### src/rtl/debug_panel_scan.sv
// Front-panel driver: shows one of NCH debug channels (or the switches) on LED/SEG.
// Modes from the top two switch bits: direct, manual select, timed auto-scan, freeze.
module debug_panel_scan #(
   parameter int NBITS    = 8,
   parameter int NCH      = 32,
   parameter int SCAN_DIV = 4,
   localparam int SELW    = $clog2(NCH)
) (
   input  logic             clk_2,
   input  logic             reset_n,
   input  logic [NBITS-1:0] SWI,
   input  logic [NBITS-1:0] ch_data [0:NCH-1],
   output logic [NBITS-1:0] LED,
   output logic [7:0]       SEG,
   output logic [SELW-1:0]  lcd_sel,
   output logic             lcd_tick
);

   localparam int DIVW = (SCAN_DIV > 1) ? $clog2(SCAN_DIV) : 1;

   typedef enum logic [1:0] {
      MODE_DIRECT = 2'b00,
      MODE_MANUAL = 2'b01,
      MODE_AUTO   = 2'b10,
      MODE_FREEZE = 2'b11
   } mode_t;

   function automatic logic [6:0] hex7(input logic [3:0] d);
      logic [6:0] p;
      case (d)
         4'h0: p = 7'h3F;
         4'h1: p = 7'h06;
         4'h2: p = 7'h5B;
         4'h3: p = 7'h4F;
         4'h4: p = 7'h66;
         4'h5: p = 7'h6D;
         4'h6: p = 7'h7D;
         4'h7: p = 7'h07;
         4'h8: p = 7'h7F;
         4'h9: p = 7'h6F;
         4'hA: p = 7'h77;
         4'hB: p = 7'h7C;
         4'hC: p = 7'h39;
         4'hD: p = 7'h5E;
         4'hE: p = 7'h79;
         4'hF: p = 7'h71;
         default: p = 7'h00;
      endcase
      return p;
   endfunction

   mode_t            mode_s;
   logic [SELW-1:0]  idx_s;
   logic [SELW-1:0]  sel_s, sel_r;
   logic [DIVW-1:0]  div_s, div_r;
   logic [NBITS-1:0] led_s, led_r;
   logic [7:0]       seg_s, seg_r;
   logic             tick_s, tick_r;

   // Next-state selection; outputs are computed from the new sel so they land in the same cycle.
   always_comb begin
      mode_s = mode_t'(SWI[NBITS-1:NBITS-2]);
      idx_s  = SWI[SELW-1:0];
      sel_s  = sel_r;
      div_s  = div_r;
      led_s  = led_r;
      seg_s  = seg_r;
      tick_s = 1'b0;
      case (mode_s)
         MODE_DIRECT: begin
            led_s = SWI;
            seg_s = {1'b0, hex7(SWI[3:0])};
            div_s = {DIVW{1'b0}};
         end
         MODE_MANUAL: begin
            if (idx_s > SELW'(NCH - 1)) begin
               sel_s = SELW'(NCH - 1);
            end else begin
               sel_s = idx_s;
            end
            div_s = {DIVW{1'b0}};
            led_s = ch_data[sel_s];
            seg_s = {1'b0, hex7(ch_data[sel_s][3:0])};
         end
         MODE_AUTO: begin
            if (div_r == DIVW'(SCAN_DIV - 1)) begin
               div_s  = {DIVW{1'b0}};
               tick_s = 1'b1;
               if (sel_r == SELW'(NCH - 1)) begin
                  sel_s = {SELW{1'b0}};
               end else begin
                  sel_s = sel_r + 1'b1;
               end
            end else begin
               div_s = div_r + 1'b1;
            end
            led_s = ch_data[sel_s];
            // dp marks the wrap back to channel 0
            seg_s = {(sel_s == {SELW{1'b0}}), hex7(ch_data[sel_s][3:0])};
         end
         MODE_FREEZE: begin
            tick_s = 1'b0;
         end
         default: begin
            tick_s = 1'b0;
         end
      endcase
   end

   // State and output registers.
   always_ff @(posedge clk_2 or negedge reset_n) begin
      if (!reset_n) begin
         sel_r  <= {SELW{1'b0}};
         div_r  <= {DIVW{1'b0}};
         led_r  <= {NBITS{1'b0}};
         seg_r  <= 8'h00;
         tick_r <= 1'b0;
      end else begin
         sel_r  <= sel_s;
         div_r  <= div_s;
         led_r  <= led_s;
         seg_r  <= seg_s;
         tick_r <= tick_s;
      end
   end

   assign LED      = led_r;
   assign SEG      = seg_r;
   assign lcd_sel  = sel_r;
   assign lcd_tick = tick_r;

endmodule

### config.mk
export PLATFORM = sky130hd
export DESIGN_NAME = debug_panel_scan
export DESIGN_NICKNAME = d
export VERILOG_FILES = /design/src/rtl/debug_panel_scan.sv
export SDC_FILE = /design/constraint.sdc
export NUM_CORES = 1
export LEC_CHECK = 0
export CAP_MARGIN = 30
export CORE_MARGIN = 2
export CORE_UTILIZATION = 46
export DETAILED_ROUTE_END_ITERATION = 6
export PLACE_DENSITY = 0.87
export RECOVER_POWER = 100
export SYNTH_ARGS = -nofsm -noshare
export SYNTH_HDL_FRONTEND = slang
export SYNTH_SLANG_ARGS = --single-unit
### constraint.sdc
create_clock -name clk_2 -period 9.42 [get_ports clk_2]
set_clock_uncertainty 0.1 [all_clocks]
set_input_delay 1.884 -clock clk_2 [delete_from_list [all_inputs] [get_ports clk_2]]
set_output_delay 1.884 -clock clk_2 [all_outputs]
set_load 0.05 [all_outputs]
==> metrics, run 1 <==
vias per inst=about 6.9; total congestion overflow after global routing=0; largest net degree at the start of global routing=94; Synthesized Nets=1232; HP Start=LED[5]; fin area=~10000 µm²; Worst Setup End Kind=flop; final slew viol count=0; initial antenna violation count=1; CTS root buffer=clkbuf_16; Mapped Area=7380 µm²; Total Neg Setup Slack=0 ns; Die Area=about 17000 µm²; Max clock buf depth=2; placer congestion estimate=1.03; Final Hold Viols=0; main combinational cell family by area after synthesis=compound AO/OA/AOI/OAI gates; clk sink count=24; die width=131 µm; port bufs=287; Area contributors post-synth=mux4_2, nand2_1, dfrtp_1; FMAX=0.172 GHz; CP Max Fanout=44; final setup fails=0; xor and xnor area share after synthesis=0%; mean post-synth cell area=7.86 µm²; unrepaired setup endpoints after global routing=no; Tmin final=approximately 5.8 ns; Worst Path Buf+Inv=3; switching share of total power=51.4%; Hold Path Depth=2; Worst Reg-to-Reg Cells=15; CTS tree=done; sequential element share of the synthesized area=between 8 and 9%; DRC viols=4; CTS Buf Count=3; Worst path top cell family by delay=multiplexers; worst path cell trace=buf_4 -> buf_4 -> mux4_2 -> mux4_2 -> mux2_1 -> inv_1 -> ha_1 -> mux2_2 -> nand2_1 -> o311ai_0 -> o211a_1 -> o32ai_1; post-synth top area share=21.3%; worst r2r dst=SEG[1]; DP Area=10100 µm²; vias in the first global route=9008; switching pwr=613 µW; Post-synth ARST share=100%; Rel. slew slack=approximately 5%; post-synthesis compound-gate area fraction=29.0%; power density cells=117 nW/µm²; Initial DRC Count=approximately 1.4k; Max H-tree Level=1; core area=15800 µm²; Min-Delay Endpoint=LED[5]; Clock power frac=about 8.8%; Synth Area in Adders=4.57%; Seq pwr share=11.5%; Die Ht=131 µm; drt total wl=32200 µm; internal reg-to-reg setup slack=4.29 ns; Synth area leader=mux4_2; crit share post-route=61.6%; run status=finished with violations; CP required=between 9 and 10 ns; I/O pins=288; Synth Area in Simple Gates=22.7%; fillers=1381; critical setup path kind=primary input to flop; count of state elements after synthesis=24; Comb pwr share=79.7%; Worst EP arrival=5.83 ns; fin nets=1438; synth unique cells=77; Mapped Cells=939; Antenna Violating Nets Remaining=0; Total GRT Usage=36.5%; slowest CP cell=buf_4; clock-pin slew on the worst setup and hold paths=~0.07 ns; startpoint types=primary input; routed len/inst=approximately 24 µm; Hold/Removal Path Class=flop to flop; Worst Tran Pin Value=1.43 ns; Leakage Power=around 0.0039 µW; Initial Utilization=46.8%; HPWL after detailed placement=23800 µm; post-synthesis mux area share=27.5%; area of the multi-input gates=6230 µm²; most frequent cell after synthesis=nand2_1; drt pass-1 iters=7; Synth-to-Final Area Change=38.5%; VDD IR-drop max=80.4 µV; Int Pwr=580 µW; FP Rows=46; number of buffers added for setup after CTS=0; Worst R2R Start=lcd_sel[0]; first-pass GRT wire length=48600 µm; Reg area=601 µm²; most frequent cells after synthesis=nand2_1, mux4_2, a21oi_1, buf_2, nand3_1; ys flop type=dfrtp_1; CTS Hold Buffers Added=0; slowest stage delay, CP=about 0.75 ns; Max Cap Viol=0; post-CTS resize count=0; clk_lat worst skew=0.26 ns; routed via count=approximately 9.5k; synthesis warning total=0; failing checks=design-rule violations; Post-synth EDFFs=0; share of cells above drive strength 1=10.4%
[how the worst max path moves through the flow]
stage / from / to / slack [ns] / depth (start not counted)
final: SWI[0] / SEG[5] / 3.62 / 12
after CTS: SWI[0] / SEG[5] / 3.74 / 12
after global placement: SWI[0] / SEG[5] / 3.55 / 12
after global routing: SWI[0] / SEG[5] / 3.33 / 12
after floorplan: SWI[0] / SEG[6] / 4.88 / 10
after detailed placement: SWI[0] / SEG[5] / 3.51 / 12
[cells by family (layout without fill, tap and decap cells)]
kind of cell	count (synthesis)	count (layout)
AOI/OAI and AO/OA	302	302
adders and majority gates	27	27
buffers and inverters	119	324
DFF	24	24
muxes	114	114
other	0	1
and+or+nand+nor	353	353
[routing by layer]
layer | global-route usage (%) | vias to the layer above | wire length, µm
met2 | 59.9 | 843 | 15100
met1 | 44.8 | 4337 | 11100
li1 | - | 4089 | -
met5 | 0 | - | 0
met3 | 7.00 | 185 | 3950
met4 | 21.7 | 0 | 2120
[state kept, by name, indices dropped and copies added, names as in the netlist]
name	count
LED	8
SEG	8
div_r	2
lcd_sel	5
lcd_tick	1
[worst reg2reg max path, delay by kind of cell (launching register included)]
family                   cells  cell delay (ns)
multiplexers                 1             0.27
flip-flops                   1             0.39
AND/OR/NAND/NOR              4             1.78
buffers and inverters        1             0.18
AO/OA/AOI/OAI                6             1.26
adder cells (fa/ha/maj)      3             0.98
[cell type report]
| type | count | share of cell area (%) |
|---|---|---|
| clock buffer | 4 | 0.868 |
| timing repair buffer | 302 | 29.1 |
| inverter | 18 | 0.660 |
| multi-input combinational | 796 | 60.9 |
| sequential | 24 | 5.87 |
| tap | 216 | 2.64 |
| antenna | 1 | 0.0245 |
[cell usage in the layout, fill, tap and decap left out, types with 6 or more instances in the layout]
cell type,n
nor2_1,34
a211oi_1,26
o221ai_1,7
a31oi_1,17
a21oi_1,66
mux4_2,70
dfrtp_1,24
o22ai_1,10
o211ai_1,10
nor3b_1,7
a221o_1,6
ha_1,27
nor3_1,10
and2_1,9
inv_1,15
a311oi_1,32
and3_1,26
clkdlybuf4s50_1,261
buf_4,15
a22oi_1,12
nand3_1,42
a221oi_1,7
mux2i_1,34
a21o_1,8
o21ai_0,36
mux2_2,7
nor2b_1,12
dlygate4sd3_1,24
nand2b_1,11
nand2_1,170
[power by group through the flow]
stage,Combinational (µW),Clock (µW),Sequential (µW)
6_report,951,105,137
3_5_place_dp,927,0,140
3_3_place_gp,913,0,139
5_1_grt,1010,107,139
2_1_floorplan,559,0,194
4_1_cts,931,104,138
[metrics by stage]
stage / total power, µW / hold slack, ns / setup slack [ns] / util (%) / std cells
after floorplan: 753 / 0.357 / 4.88 / - / 939
after global placement: 1050 / 0.358 / 3.55 / 64.3 / 1356
after detailed placement: 1070 / 0.358 / 3.51 / 64.3 / 1356
after CTS: 1170 / 0.374 / 3.74 / 64.9 / 1360
after global routing: 1250 / 0.393 / 3.33 / 64.9 / 1361
final: 1190 / 0.376 / 3.62 / 64.9 / 1361
(Power assumes the default switching activity.)
==> run 2: changes to the inputs <==
--- a/config.mk
+++ b/config.mk
@@ -7,9 +7,9 @@
 export LEC_CHECK = 0
 export CAP_MARGIN = 30
 export CORE_MARGIN = 2
-export CORE_UTILIZATION = 46
+export CORE_UTILIZATION = 42
 export DETAILED_ROUTE_END_ITERATION = 6
-export PLACE_DENSITY = 0.87
+export PLACE_DENSITY = 0.84
 export RECOVER_POWER = 100
 export SYNTH_ARGS = -nofsm -noshare
 export SYNTH_HDL_FRONTEND = slang
==> constraint.sdc (replaced) <==
create_clock -name clk_2 -period 4.9 [get_ports clk_2]
set_clock_uncertainty 0.1 [all_clocks]
set_input_delay 0.98 -clock clk_2 [delete_from_list [all_inputs] [get_ports clk_2]]
set_output_delay 0.98 -clock clk_2 [all_outputs]
set_load 0.05 [all_outputs]
==> run 2 against run 1 <==
Compared with the run above: total power rose by 93%; clock power rose by 64%; sequential power rose by 91%; register-to-register slack got worse by 3.9 ns; utilization fell by 4.2 points; non-clock buffer count rose by 30; the run now ends clean.
==> metrics, run 2 (synthesis gave the netlist of run 1 again) <==
Tmin final=4.53 ns; vias per inst=6.76 (was 6.95); Antenna Violating Nets Remaining=0 (unchanged); Final Hold Viols=0 (unchanged); unrepaired setup endpoints after global routing=no (unchanged); Worst EP arrival=4.52 ns (was 5.83 ns); crit share post-route=92.4%; final slew viol count=0 (unchanged); Total GRT Usage=34.0% (was 36.5%); port bufs=287 (unchanged); Max H-tree Level=1 (unchanged); Initial Utilization=42.8% (was 46.8%); number of placed instances with taps included=1395 (was 1356); power density cells=221 nW/µm² (was 117 nW/µm²); core area=17200 µm² (was 15800 µm²); routed len/inst=23.4 µm (was 23.7 µm); drt total wl=32700 µm (was 32200 µm); startpoint types=flop (was primary input); area of the multi-input gates=6220 µm² (was 6230 µm²); FP Rows=48 (was 46); Leakage Power=0.00399 µW (was 0.00385 µW); fillers=1539 (was 1381); CP Max Fanout=31 (was 44); CTS Buf Count=3 (unchanged); Int Pwr=1140 µW (was 580 µW); Worst Tran Pin Value=0.857 ns (was 1.43 ns); Hold/Removal Path Class=flop to flop (unchanged); Comb pwr share=81.3% (was 79.7%); drt pass-1 iters=5 (was 7); CTS tree=done (unchanged); Synth-to-Final Area Change=41.5% (was 38.5%); final setup fails=0 (unchanged); initial antenna violation count=0 (was 1); worst setup margin=0.374 ns (was 3.62 ns); Rel. slew slack=42.7% (was 4.93%); placer congestion estimate=1.03 (about the same); Max clock buf depth=2 (unchanged); post-CTS resize count=0 (unchanged); CTS root buffer=clkbuf_16 (unchanged); die width=137 µm (was 131 µm); CTS Hold Buffers Added=0 (unchanged); CP required=4.89 ns (was 9.45 ns); FMAX=0.221 GHz; Clock power frac=7.4% (was 8.8%); Worst Setup End Kind=flop (unchanged); n_diodes=0 (was 1); Final Non-Filler Cells=1398 (was 1361); Core Util, Final=60.6% (was 64.9%); switching pwr=1170 µW (was 613 µW); clk_lat worst skew=0.25 ns (was 0.26 ns); Initial DRC Count=1098 (was 1400); DRC viols=0 (was 4); Seq pwr share=11.3% (was 11.5%); first-pass GRT wire length=49500 µm (was 48600 µm); Total Neg Setup Slack=0 ns (unchanged); number of buffers added for setup after CTS=0 (unchanged); post-place setup slack=0.674 ns (was 3.51 ns); Die Ht=137 µm (was 131 µm); critical setup path kind=flop to flop (was primary input to flop); HPWL after detailed placement=25500 µm (was 23800 µm); Max Cap Viol=0 (unchanged); commonest non-fill, non-tap cell in the layout=clkdlybuf4s50_1 (unchanged); clock-pin slew on the worst setup and hold paths=0.06 ns (was 0.07 ns); VDD IR-drop max=138 µV (was 80.4 µV); Die Area=18700 µm² (was 17100 µm²); largest net degree at the start of global routing=45 (was 94); routed via count=9444 (was 9454); vias in the first global route=9232 (was 9008); switching share of total power=50.7% (was 51.4%); I/O pins=288 (unchanged); fin nets=1468 (was 1438); clk sink count=24 (unchanged); run status=complete, no violations (was finished with violations); commonest cells after routing, fill and taps aside=clkdlybuf4s50_1, nand2_1, mux4_2, a21oi_1 (was clkdlybuf4s50_1, nand2_1, mux4_2, a21oi_1, nand3_1); share of cells above drive strength 1=12.6% (was 10.4%); total congestion overflow after global routing=0 (unchanged); Reg area=601 µm² (unchanged)
run 2: changes by cell type in the layout (fill, tap and decap cells not counted), sizes merged:
| cell | delta |
|---|---|
| buf | +28 |
| clkbuf | +1 |
| diode | -1 |
run 2: path summary, 6_finish.rpt:
kind,start,to,slack [ns],depth (start not counted)
hold / removal,LED[3],LED[3],0.38,1
setup / recovery,div_r[0],SEG[1],0.37,12
max in group asynchronous,reset_n,SEG[6],2.63,2
hold reg to reg,LED[3],LED[3],0.38,1
min in group asynchronous,reset_n,SEG[4],1.03,1
setup reg to reg,div_r[0],SEG[1],0.37,12
run 2: per-stage QoR:
stage / cell area, µm² / hold WS, ns / total power (µW)
after detailed placement: 10400 / 0.379 / 2110
after CTS: 10500 / 0.392 / 2280
after floorplan: 7380 / 0.357 / 1450
after global placement: 10400 / 0.366 / 2090
after global routing: 10400 / 0.405 / 2440
final: 10400 / 0.383 / 2310
run 2: final cells by class:
type	instances	share of cell area, %
Sequential cell	24	5.75
Timing Repair Buffer	332	30.7
Tap cell	225	2.69
Multi-Input combinational cell	796	59.5
Inverter	18	0.647
Clock buffer	3	0.718
run 2: routing by layer:
layer / vias to the layer above / global-route usage (%) / part of all wire, %
met5: - / 0 / 0
met4: 0 / 16.0 / 5.1
met3: 149 / 5.56 / 11
met2: 783 / 56.4 / 47
met1: 4374 / 43.2 / 37
li1: 4138 / - / -
run 2: worst max-delay path, stage by stage, from the launching register on:
cell and delay (ns):
dfrtp_1 0.38, ha_1 0.70, mux2i_4 0.58, clkbuf_2 0.68, o21bai_1 0.15, or2_2 0.32
a31oi_1 0.17, mux4_2 0.39, inv_1 0.12, ha_1 0.22, mux2_2 0.26, o221ai_1 0.17
a31oi_1 0.11
run 2: power by group through the flow:
stage	clock, µW	sequential [µW]	combinational, µW
final	172	261	1880
after CTS	175	263	1850
after global placement	0	266	1820
after floorplan	0	373	1070
after detailed placement	0	265	1840
after global routing	182	265	1990
==> run 3: changes to the inputs <==
--- a/config.mk
+++ b/config.mk
@@ -11,6 +11,7 @@
 export DETAILED_ROUTE_END_ITERATION = 6
 export PLACE_DENSITY = 0.84
 export RECOVER_POWER = 100
+export REMOVE_ABC_BUFFERS = 1
 export SYNTH_ARGS = -nofsm -noshare
 export SYNTH_HDL_FRONTEND = slang
 export SYNTH_SLANG_ARGS = --single-unit
==> run 3 against run 2 <==
Compared with the run above: the run now ends with design-rule violations, max-capacitance violations, max-slew violations left; design area rose by 0.24%; worst setup slack improved by 0.096 ns; sequential power fell by 3%; clock power rose by 20%; critical path depth rose by 2; die area did not move; total power rose by 1.2%; first-iteration DRC count fell by 13%; register-to-register slack improved by 0.096 ns; global-route usage rose by 0.055 points; via count fell by 1.1%.
==> metrics, run 3 (synthesis gave the netlist of run 1 again) <==
fin nets=1472 (was 1468); Worst EP arrival=4.47 ns (was 4.52 ns); Final Hold Viols=0 (unchanged); vias per inst=6.66 (was 6.76); core area=17200 µm² (unchanged); final setup fails=0 (unchanged); slowest CP cell=mux4_2 (was ha_1); die width=137 µm (unchanged); Max clock buf depth=2 (unchanged); CTS root buffer=clkbuf_16 (unchanged); startpoint types=flop (unchanged); initial antenna violation count=0 (unchanged); Initial Utilization=42.8% (unchanged); total congestion overflow after global routing=0 (unchanged); routed len/inst=23.2 µm (was 23.4 µm); commonest cells after routing, fill and taps aside=clkdlybuf4s50_1, nand2_1, mux4_2, a21oi_1, buf_4 (was clkdlybuf4s50_1, nand2_1, mux4_2, a21oi_1); Worst Setup End Kind=flop (unchanged); CTS Hold Buffers Added=0 (unchanged); Hold/Removal Path Class=flop to flop (unchanged); power density cells=223 nW/µm² (was 221 nW/µm²); placer congestion estimate=0.945 (was 1.03); commonest non-fill, non-tap cell in the layout=clkdlybuf4s50_1 (unchanged); Tmin final=4.43 ns (was 4.53 ns); FP Rows=48 (unchanged); Worst Tran Pin Value=1.51 ns (was 0.857 ns); Max H-tree Level=1 (unchanged); I/O pins=288 (unchanged); Max Cap Viol=1 (was 0); unrepaired setup endpoints after global routing=no (unchanged); post-CTS resize count=0 (unchanged); DRC viols=1 (was 0); clk_lat worst skew=0.27 ns (was 0.25 ns); CP required=4.94 ns (was 4.89 ns); fillers=1521 (was 1539); number of buffers added for setup after CTS=0 (unchanged); n_diodes=0 (unchanged); critical setup path kind=flop to flop (unchanged); CTS Buf Count=3 (unchanged); first-pass GRT wire length=49900 µm (was 49500 µm); Antenna Violating Nets Remaining=0 (unchanged); VDD IR-drop max=141 µV (was 138 µV); routed via count=9341 (was 9444); Die Area=18700 µm² (unchanged); CP Max Fanout=15 (was 31); clock-pin slew on the worst setup and hold paths=0.07 ns (was 0.06 ns); Worst Path Buf+Inv=3 (was 2); drt total wl=32600 µm (was 32700 µm); FMAX=0.226 GHz (was 0.221 GHz); Fin Hold WS=0.377 ns (was 0.383 ns); Total GRT Usage=34.1% (was 34.0%); share of cells above drive strength 1=12.8% (was 12.6%); HPWL after detailed placement=25200 µm (was 25500 µm); port bufs=287 (unchanged); Synth-to-Final Area Change=41.8% (was 41.5%); Worst path top cell family by delay=simple AND/OR/NAND/NOR gates (was multiplexers); clk sink count=24 (unchanged); Design Power=2340 µW (was 2310 µW); final slew viol count=25 (was 0); slowest stage delay, CP=0.66 ns (was 0.70 ns); Rel. slew slack=-0.874% (was 42.7%); Die Ht=137 µm (unchanged); vias in the first global route=9191 (was 9232); drt pass-1 iters=7 (was 5); Initial DRC Count=953 (was 1098); worst path cell trace=ha_1 -> and3_1 -> ha_1 -> buf_4 -> nand2b_1 -> buf_4 -> nor3_1 -> nor2_1 -> buf_4 -> mux4_2 -> ha_1 -> mux2_2 -> o221ai_1 -> a31oi_1 (was ha_1 -> mux2i_4 -> clkbuf_2 -> o21bai_1 -> or2_2 -> a31oi_1 -> mux4_2 -> inv_1 -> ha_1 -> mux2_2 -> o221ai_1 -> a31oi_1); Leakage Power=0.00401 µW (was 0.00399 µW); failing checks=design-rule violations, max-capacitance violations, max-slew violations; CTS tree=done (unchanged); crit share post-route=90.4% (was 92.4%); largest net degree at the start of global routing=51 (was 45); run status=finished with violations (was complete, no violations)
run 3: through the flow:
step	setup TNS (ns)	utilization, %	cell area [µm²]	setup slack, ns	std cells
2_1_floorplan	-7.03	-	6850	-0.946	838
3_3_place_gp	0	60.4	10400	0.671	1399
3_5_place_dp	0	60.4	10400	0.684	1399
4_1_cts	0	60.9	10500	0.749	1403
5_1_grt	0	60.8	10500	0.205	1403
6_report	0	60.8	10500	0.470	1403
run 3: layout make-up:
cell class	count	area (µm²)	share of cell area, %
clock buffer	4	88.8	0.848
inverter	18	67.6	0.645
multi-input combinational	796	6210	59.3
sequential	24	601	5.73
tap	225	282	2.69
timing repair buffer	336	3220	30.8
run 3: worst reg2reg max path, cell delays in order, from the launching register on:
cell	delay, ns
dfrtp_1	0.36
ha_1	0.20
and3_1	0.17
ha_1	0.20
buf_4	0.24
nand2b_1	0.17
buf_4	0.22
nor3_1	0.09
nor2_1	0.62
buf_4	0.38
mux4_2	0.66
ha_1	0.33
mux2_2	0.27
o221ai_1	0.19
a31oi_1	0.11
run 3: path summary, 6_finish.rpt:
path                       startpoint    endpoint  slack, ns  depth (start not counted)
max reg2reg                lcd_sel[0]      SEG[1]       0.47                         14
max                        lcd_sel[0]      SEG[1]       0.47                         14
min reg2reg                    LED[5]      LED[5]       0.38                          2
min                            LED[5]      LED[5]       0.38                          2
min in group asynchronous     reset_n      LED[4]       1.51                          2
max in group asynchronous     reset_n  lcd_sel[4]       2.31                          2
run 3: where the power goes:
group	leakage, µW	switching, µW	internal, µW
Sequential	0.000294	22.9	231
Clock	0.0000442	82.1	125
Combinational	0.00367	1070	802
run 3: layer usage:
metal | vias to the layer above | track usage (%) | share of wire [%]
met5 | - | 0 | 0
met2 | 719 | 57.2 | 47
met4 | 0 | 14.2 | 4.6
met1 | 4363 | 42.8 | 37
li1 | 4144 | - | -
met3 | 115 | 6.56 | 11
